$ cat src/rtl/uart_rcv_if.sv
// Host-side bundle of the UART receiver: serial line in, received byte plus
// ready/acknowledge handshake and error pulses out.
interface uart_rcv_if;
  logic       RX;
  logic       clr_rdy;
  logic [7:0] rx_data;
  logic       rdy;
  logic       frm_err;
  logic       ovr_err;

  modport master (
    input  RX,
    input  clr_rdy,
    output rx_data,
    output rdy,
    output frm_err,
    output ovr_err
  );

  modport slave (
    output RX,
    output clr_rdy,
    input  rx_data,
    input  rdy,
    input  frm_err,
    input  ovr_err
  );
endinterface

$ cat src/rtl/uart_rcv.sv
// 8N1 UART receiver: two-flop line synchronizer, mid-bit sampling FSM,
// ready flag with consumer acknowledge, framing and overrun error pulses.
module uart_rcv #(
  parameter int BAUD_CYCLES = 44
) (
  input logic        clk,
  input logic        rst_n,
  uart_rcv_if.master bus
);

  localparam logic [5:0] HALF_LOAD = 6'(BAUD_CYCLES / 2 - 1);
  localparam logic [5:0] FULL_LOAD = 6'(BAUD_CYCLES - 1);

  typedef enum logic [1:0] {IDLE, START, DATA, STOP} state_t;

  state_t     state;
  logic       rx_meta;
  logic       rx_s;
  logic [5:0] baud_cnt;
  logic [3:0] bit_cnt;
  logic [8:0] shreg;
  logic [7:0] rx_data;
  logic       rdy;
  logic       frm_err;
  logic       ovr_err;

  always_ff @(posedge clk or negedge rst_n) begin
    if (!rst_n) begin
      rx_meta <= 1'b1;
      rx_s    <= 1'b1;
    end else begin
      rx_meta <= bus.RX;
      rx_s    <= rx_meta;
    end
  end

  // The start bit is shifted in as well and ends up in shreg[0], so a good
  // frame is one that is framed by a low start and a high stop sample.
  always_ff @(posedge clk or negedge rst_n) begin
    if (!rst_n) begin
      state    <= IDLE;
      baud_cnt <= '0;
      bit_cnt  <= '0;
      shreg    <= '0;
      rx_data  <= '0;
      rdy      <= 1'b0;
      frm_err  <= 1'b0;
      ovr_err  <= 1'b0;
    end else begin
      frm_err <= 1'b0;
      ovr_err <= 1'b0;
      if (bus.clr_rdy) begin
        rdy <= 1'b0;
      end
      case (state)
        IDLE: begin
          if (!rx_s) begin
            baud_cnt <= HALF_LOAD;
            state    <= START;
          end
        end
        START: begin
          if (baud_cnt != 6'd0) begin
            baud_cnt <= baud_cnt - 6'd1;
          end else if (rx_s) begin
            state <= IDLE;
          end else begin
            baud_cnt <= FULL_LOAD;
            bit_cnt  <= '0;
            shreg    <= {rx_s, shreg[8:1]};
            state    <= DATA;
          end
        end
        DATA: begin
          if (baud_cnt != 6'd0) begin
            baud_cnt <= baud_cnt - 6'd1;
          end else begin
            shreg    <= {rx_s, shreg[8:1]};
            bit_cnt  <= bit_cnt + 4'd1;
            baud_cnt <= FULL_LOAD;
            if (bit_cnt == 4'd7) begin
              state <= STOP;
            end
          end
        end
        STOP: begin
          if (baud_cnt != 6'd0) begin
            baud_cnt <= baud_cnt - 6'd1;
          end else begin
            // Leaving at mid-stop lets a start bit directly after the stop bit be caught.
            state <= IDLE;
            if (rx_s && !shreg[0]) begin
              rx_data <= shreg[8:1];
              rdy     <= 1'b1;
              ovr_err <= rdy & ~bus.clr_rdy;
            end else begin
              frm_err <= 1'b1;
            end
          end
        end
        default: state <= IDLE;
      endcase
    end
  end

  assign bus.rx_data = rx_data;
  assign bus.rdy     = rdy;
  assign bus.frm_err = frm_err;
  assign bus.ovr_err = ovr_err;

endmodule

$ cat src/flat_wrapper.sv
// flat-port wrapper written by rule: the top's interface ports become plain ports
module uart_rcv_flat 
#(
  parameter int BAUD_CYCLES = 44
)
  (clk, rst_n, bus_RX, bus_clr_rdy, bus_rx_data, bus_rdy, bus_frm_err, bus_ovr_err);
  uart_rcv_if bus_i ();
  input logic clk;
  input logic rst_n;
  input wire logic [$bits(bus_i.RX)-1:0] bus_RX;
  input wire logic [$bits(bus_i.clr_rdy)-1:0] bus_clr_rdy;
  output wire logic [$bits(bus_i.rx_data)-1:0] bus_rx_data;
  output wire logic [$bits(bus_i.rdy)-1:0] bus_rdy;
  output wire logic [$bits(bus_i.frm_err)-1:0] bus_frm_err;
  output wire logic [$bits(bus_i.ovr_err)-1:0] bus_ovr_err;
  assign bus_i.RX = bus_RX;
  assign bus_i.clr_rdy = bus_clr_rdy;
  assign bus_rx_data = bus_i.rx_data;
  assign bus_rdy = bus_i.rdy;
  assign bus_frm_err = bus_i.frm_err;
  assign bus_ovr_err = bus_i.ovr_err;
  uart_rcv #(.BAUD_CYCLES(BAUD_CYCLES)) u_core (.clk(clk), .rst_n(rst_n), .bus(bus_i));
endmodule
$ cat config.mk
export PLATFORM = sky130hd
export DESIGN_NAME = uart_rcv_flat
export DESIGN_NICKNAME = d
export VERILOG_FILES = /design/src/rtl/uart_rcv_if.sv /design/src/rtl/uart_rcv.sv /design/src/flat_wrapper.sv
export SDC_FILE = /design/constraint.sdc
export NUM_CORES = 1
export LEC_CHECK = 0
export CAP_MARGIN = 20
export CORE_AREA = 2 2 62 64
export DETAILED_ROUTE_END_ITERATION = 8
export DIE_AREA = 0 0 64 66
export PLACE_DENSITY = 0.75
export SLEW_MARGIN = 0
export SYNTH_ARGS = -nofsm -noshare
export SYNTH_HDL_FRONTEND = slang
export SYNTH_SLANG_ARGS = --single-unit
$ cat constraint.sdc
create_clock -name clk -period 5.95 [get_ports clk]
set_input_delay 1.19 -clock clk [delete_from_list [all_inputs] [get_ports clk]]
set_output_delay 1.19 -clock clk [all_outputs]
set_load 0.05 [all_outputs]
# Word-level counts from Yosys, hierarchy flattened
# Index checks and enable logic that the tools add are counted.
# op_classes
addsub	2
multipliers	0
n_div	0
n_lt_le_gt_ge	0
n_eq_ne	12
n_shift	0
n_mux	31
bitwise	3
n_reduce_logical	9
# ops
cell	count
$mux W6	5
$mux W9	3
$pmux W6 S4	1
$pmux W9 S2	1
$mux W2	6
$mux W4	3
$mux W1	10
$ne A2 B2 Y1 const B	5
$pmux W2 S4	1
$pmux W4 S2	1
$reduce_and A3 Y1	2
$reduce_bool A6 Y1	1
$sub A6 B1 Y6 const B	1
$reduce_and A5 Y1	1
$add A4 B1 Y4 const B	1
$eq A2 B2 Y1 const B	2
$eq A4 B3 Y1 const B	1
$ne A2 B1 Y1 const B	2
$reduce_and A4 Y1	1
$ne A3 B3 Y1 const B	1
$eq A2 B1 Y1 const B	1
$logic_not A2 Y1	1
$not A1 Y1	2
$reduce_bool A2 Y1	1
3 further kinds	3
# totals
ff_bits	34
latchBits	0
ram_bits	0
mem_bits_ro	0
out_inout_bits	11
elab_cells	67
memories	0

# Logic depth before layout (Yosys ltp)
# logic_depth
word_depth	5
mapped_depth	8

# Worst setup path after synthesis
# OpenSTA, ideal clock, no wires.
# synth_timing
path_type	register to register
startpoint	register u_core.state[0]
endpoint	register u_core.shreg[6]
setup_time_ps	125
arrival_ps	1941
slack_ps	3885
stages_incl_launch_ff	8
synth_period_minus_slack_ps	2065
path_cell_list	dfrtp_1 > inv_1 > ha_1 > buf_2 > nor4b_1 > a32oi_2 > buf_4 > mux2_2
# synth_between
elab_chain_cells	3
# synth_lines
element	line_no	text
from (decl)	uart_rcv.sv:16	state_t state;
from (signal assigned)	uart_rcv.sv:41	state <= IDLE;
from (signal assigned)	uart_rcv.sv:59	state <= START;
from (signal assigned)	uart_rcv.sv:66	state <= IDLE;
$eq A2 B1 Y1 or $eq A2 B2 Y1 (tied branches)	uart_rcv.sv:55	case (state)
$ne A2 B2 Y1 (no source line) or $reduce_bool A2 Y1 (tied branches)	n/a	
$reduce_and A4 Y1 (no source line)	n/a	
to (signal assigned)	uart_rcv.sv:70	shreg <= {rx_s, shreg[8:1]};
to (signal assigned)	uart_rcv.sv:78	shreg <= {rx_s, shreg[8:1]};
to (decl)	uart_rcv.sv:21	logic [8:0] shreg;
# Several ways; a longest one is shown, not always the timed one.
# A chain may end at the register's enable or synchronous reset.

# Final worst setup path
# layout_timing
startpoint	register u_core.rdy, in the netlist u_core.bus.rdy
endpoint	output bus_rdy
# layout_lines
element	line_no	text
from (decl)	uart_rcv.sv:23	logic rdy;
from (signal assigned)	uart_rcv.sv:46	rdy <= 1'b0;
from (signal assigned)	uart_rcv.sv:53	rdy <= 1'b0;
from (signal assigned)	uart_rcv.sv:94	rdy <= 1'b1;
to (decl)	flat_wrapper.sv:13	output wire logic [$bits(bus_i.rdy)-1:0] bus_rdy;
# No word-level cell between the ends.

==> results.sh <==
export IMPL_grt_overflow=0
export IMPL_synth_seq_cells=34
export IMPL_ir_worst_vdd_mv=0.2294
export IMPL_clk_root_buffer_cell="clkbuf_4"
export IMPL_fin_ws_ps=3241
export IMPL_critical_path_class="register to output port"
export IMPL_dp_hpwl_mm=2.247
export IMPL_pre_cts_ws_ps=3610
export IMPL_clkTransAtPathRegs_ps=110
export IMPL_worstHoldPathCells=0
export IMPL_routed_via_density=5.528
export IMPL_reg2reg_from="u_core.state[0]"
export IMPL_wirelength_mm=3.165
export IMPL_syn_nets=164
export IMPL_antenna_found_initial=0
export IMPL_worst_path_max_delay_cell="clkdlybuf4s50_1"
export IMPL_cts_setup_buffers=0
export IMPL_cp_required_ps=4760
export IMPL_cts_buffers=5
export IMPL_grt_total_usage=0.1759
export IMPL_rsz0062_at_grt="no"
export IMPL_worst_setup_path_end_kind="output port"
export IMPL_die_h_um=66
export IMPL_worst_r2r_path_depth=5
export IMPL_setup_viol=0
export IMPL_clock_skew_ps=3.406
export IMPL_hold_viol_final=0
export IMPL_grt_pass1_wl_mm=5.609
export IMPL_yosys_warnings=0
export IMPL_vias=1205
export IMPL_syn2layout_area_growth_pct=16.81
export IMPL_synth_area_per_cell_um2=11.31
export IMPL_fin_crit_sh=0.4553
export IMPL_fmaxAchievable_ghz=0.3691
export IMPL_cts_tree="yes"
export IMPL_io_buffers=14
export IMPL_regToRegEndpoint="u_core.shreg[5]"
export IMPL_rows=22
export IMPL_crit_path_cell_trace="clkdlybuf4s50_1"
export IMPL_fin_crit_ps=2709
export IMPL_hold_end="u_core.rx_s"
export IMPL_clock_latency_ps=340
export IMPL_leakagePower_nw=0.9148
export IMPL_power_density_nw_per_um2=464.0
export IMPL_max_slew_margin=0.4786
export IMPL_slew_viol_final=0
export IMPL_cts_resized=0
export IMPL_fillers=287
export IMPL_dieArea_um2=4224
export IMPL_initial_core_util=0.4841
export IMPL_grt_pass1_vias=1236
export IMPL_drive_above_1_share=0.2059
export IMPL_io_pin_count=15
export IMPL_numClockSinks=34
export IMPL_path_delay_family="buffers and inverters"
export IMPL_cp_data_arrival_time_ps=1520
export IMPL_worst_path_stages=1
export IMPL_placed_cells=210
export IMPL_yosysUniqueCellTypes=41
export IMPL_yosysSeqAreaShare=0.4964
export IMPL_dr_first_iter_drc_count=67
export IMPL_wl_per_cell_um=14.52
export IMPL_crit_path_max_fanout=2
export IMPL_grt_max_degree=35
export IMPL_startpoint_type="register"
export IMPL_fin_cells=218
export IMPL_clockBufferDepth=2
export IMPL_die_width_um=64
export IMPL_regToRegSetupSlack_ps=3580
export IMPL_fin_nets=181
export IMPL_syn_inst=152
export IMPL_place_gp_congestion=0.8849
export IMPL_firstDrtPassIters=4
export IMPL_fin_hold_ws_ps=362.4
export IMPL_cts_hold_buf=0
export IMPL_antenna_left=0
export IMPL_max_slew_worst_pin_slew_ps=782.2
export IMPL_slowest_delay_ps=810
export IMPL_drc=0
export IMPL_htree_levels=2
export IMPL_max_cap_violations=0
export IMPL_hp_start="u_core.rx_meta"
export IMPL_tns_ps=0
export IMPL_antenna_cells=0
export IMPL_cp_buffers_inverters=1
export IMPL_status="complete, no violations"
export IMPL_core_um2=3551
export IMPL_syn_cell_area_um2=1719
export IMPL_hold_path_class="register to register"
## cell usage after synthesis
cell type | instances | share of area
o41ai_1 | 2 | 0.010
a41oi_1 | 1 | 0.0051
nor3b_2 | 1 | 0.0073
o31ai_1 | 3 | 0.013
a31oi_1 | 2 | 0.0073
a31o_2 | 2 | 0.010
a311oi_1 | 1 | 0.0051
a21o_1 | 1 | 0.0044
a21oi_1 | 8 | 0.023
nor2_1 | 11 | 0.024
or3b_4 | 1 | 0.0065
and3_1 | 1 | 0.0036
nor4_1 | 1 | 0.0036
nor3b_1 | 1 | 0.0044
dfrtp_1 | 32 | 0.47
a32oi_2 | 1 | 0.0095
mux2_2 | 16 | 0.10
o21ai_0 | 6 | 0.017
o41ai_4 | 1 | 0.016
nand4_1 | 1 | 0.0036
a211oi_1 | 2 | 0.0087
o2bb2ai_1 | 1 | 0.0051
buf_4 | 1 | 0.0044
nor3_4 | 1 | 0.0095
ha_1 | 8 | 0.058
nand3_1 | 1 | 0.0029
nor4b_1 | 1 | 0.0051
a21boi_0 | 2 | 0.0087
nor2b_1 | 1 | 0.0036
clkbuf_1 | 2 | 0.0044
and2b_1 | 1 | 0.0044
nand4_4 | 1 | 0.012
nand2b_1 | 2 | 0.0073
a2111oi_0 | 1 | 0.0051
nand2_1 | 12 | 0.026
nor3_1 | 4 | 0.012
dfstp_2 | 2 | 0.031
inv_1 | 11 | 0.024
a221oi_1 | 1 | 0.0051
buf_2 | 2 | 0.0058
mux2i_1 | 2 | 0.012
## state kept, by name, indices dropped and copies added (netlist names), named ones only
name / count
u_core.bit_cnt: 4
u_core.rx_meta: 1
u_core.bus.rx_data: 8
u_core.rx_s: 1
u_core.shreg: 9
u_core.bus.frm_err: 1
u_core.baud_cnt: 6
u_core.bus.rdy: 1
u_core.bus.ovr_err: 1
u_core.state: 1
## metal layers
| metal | GRT usage | up-vias | share of wire |
|---|---|---|---|
| li1 | - | 588 | - |
| met1 | 0.2122 | 580 | 0.43 |
| met2 | 0.2982 | 31 | 0.51 |
| met3 | 0.05792 | 6 | 0.050 |
| met4 | 0.05435 | 0 | 0.014 |
| met5 | 0 | - | 0 |
## placed cells by master, fill, tap and decap left out, drive strengths merged, types with 2 or more instances in the layout
cell / netlist / layout
dfstp: 2 / 2
dfrtp: 32 / 32
mux2i: 2 / 2
o31ai: 3 / 3
a31o: 2 / 2
nand2: 12 / 12
nor2: 11 / 11
inv: 11 / 11
o21ai: 6 / 6
a21oi: 8 / 8
o41ai: 3 / 3
nand4: 2 / 2
nand2b: 2 / 2
ha: 8 / 8
mux2: 16 / 16
a21boi: 2 / 2
clkbuf: 2 / 5
bufinv: 0 / 2
nor3: 5 / 5
nor3b: 2 / 2
a31oi: 2 / 2
clkdlybuf4s50: 0 / 14
a211oi: 2 / 2
## metrics by stage
| step | util | total power, mW | cell area [µm²] |
|---|---|---|---|
| after detailed placement | 0.5356 | 0.7205 | 1902 |
| after global routing | 0.5655 | 1.009 | 2008 |
| after floorplan | - | 0.6404 | 1719 |
| after CTS | 0.5655 | 0.9378 | 2008 |
| after global placement | 0.5356 | 0.7024 | 1902 |
| final | 0.5655 | 0.9318 | 2008 |
## layout make-up
cell class,count,area [µm²],share of cell area
sequential,34,853.3,0.4249
multi-input combinational,102,799.5,0.3981
timing repair buffer,15,147.6,0.07352
clock inverter,3,68.82,0.03427
tap,48,60.06,0.02991
inverter,11,41.29,0.02056
clock buffer,5,37.54,0.01869
## cell families after synthesis
logic type,synth area share
mux,0.1164
fa+ha+maj,0.05823
compound gates,0.1543
buf+inv,0.03858
simple gates,0.1361
flops,0.4964
## power by group
part,switching [mW],internal [mW]
sequential,0.0503,0.276
clock,0.0825,0.131
combinational,0.234,0.158
total,0.367,0.565
## worst max path at each step
stage | startpoint | endpoint | slack (ps)
after CTS | u_core.bus.rdy | bus_rdy | 3220
after detailed placement | u_core.state[0] | u_core.shreg[5] | 3610
final | u_core.bus.rdy | bus_rdy | 3240
after floorplan | u_core.state[0] | u_core.shreg[6] | 3880
after global routing | u_core.bus.rx_data[4] | bus_rx_data[4] | 3180
after global placement | u_core.bus.rdy | bus_rdy | 3630
Note: power is estimated with default switching activity, not from simulation.
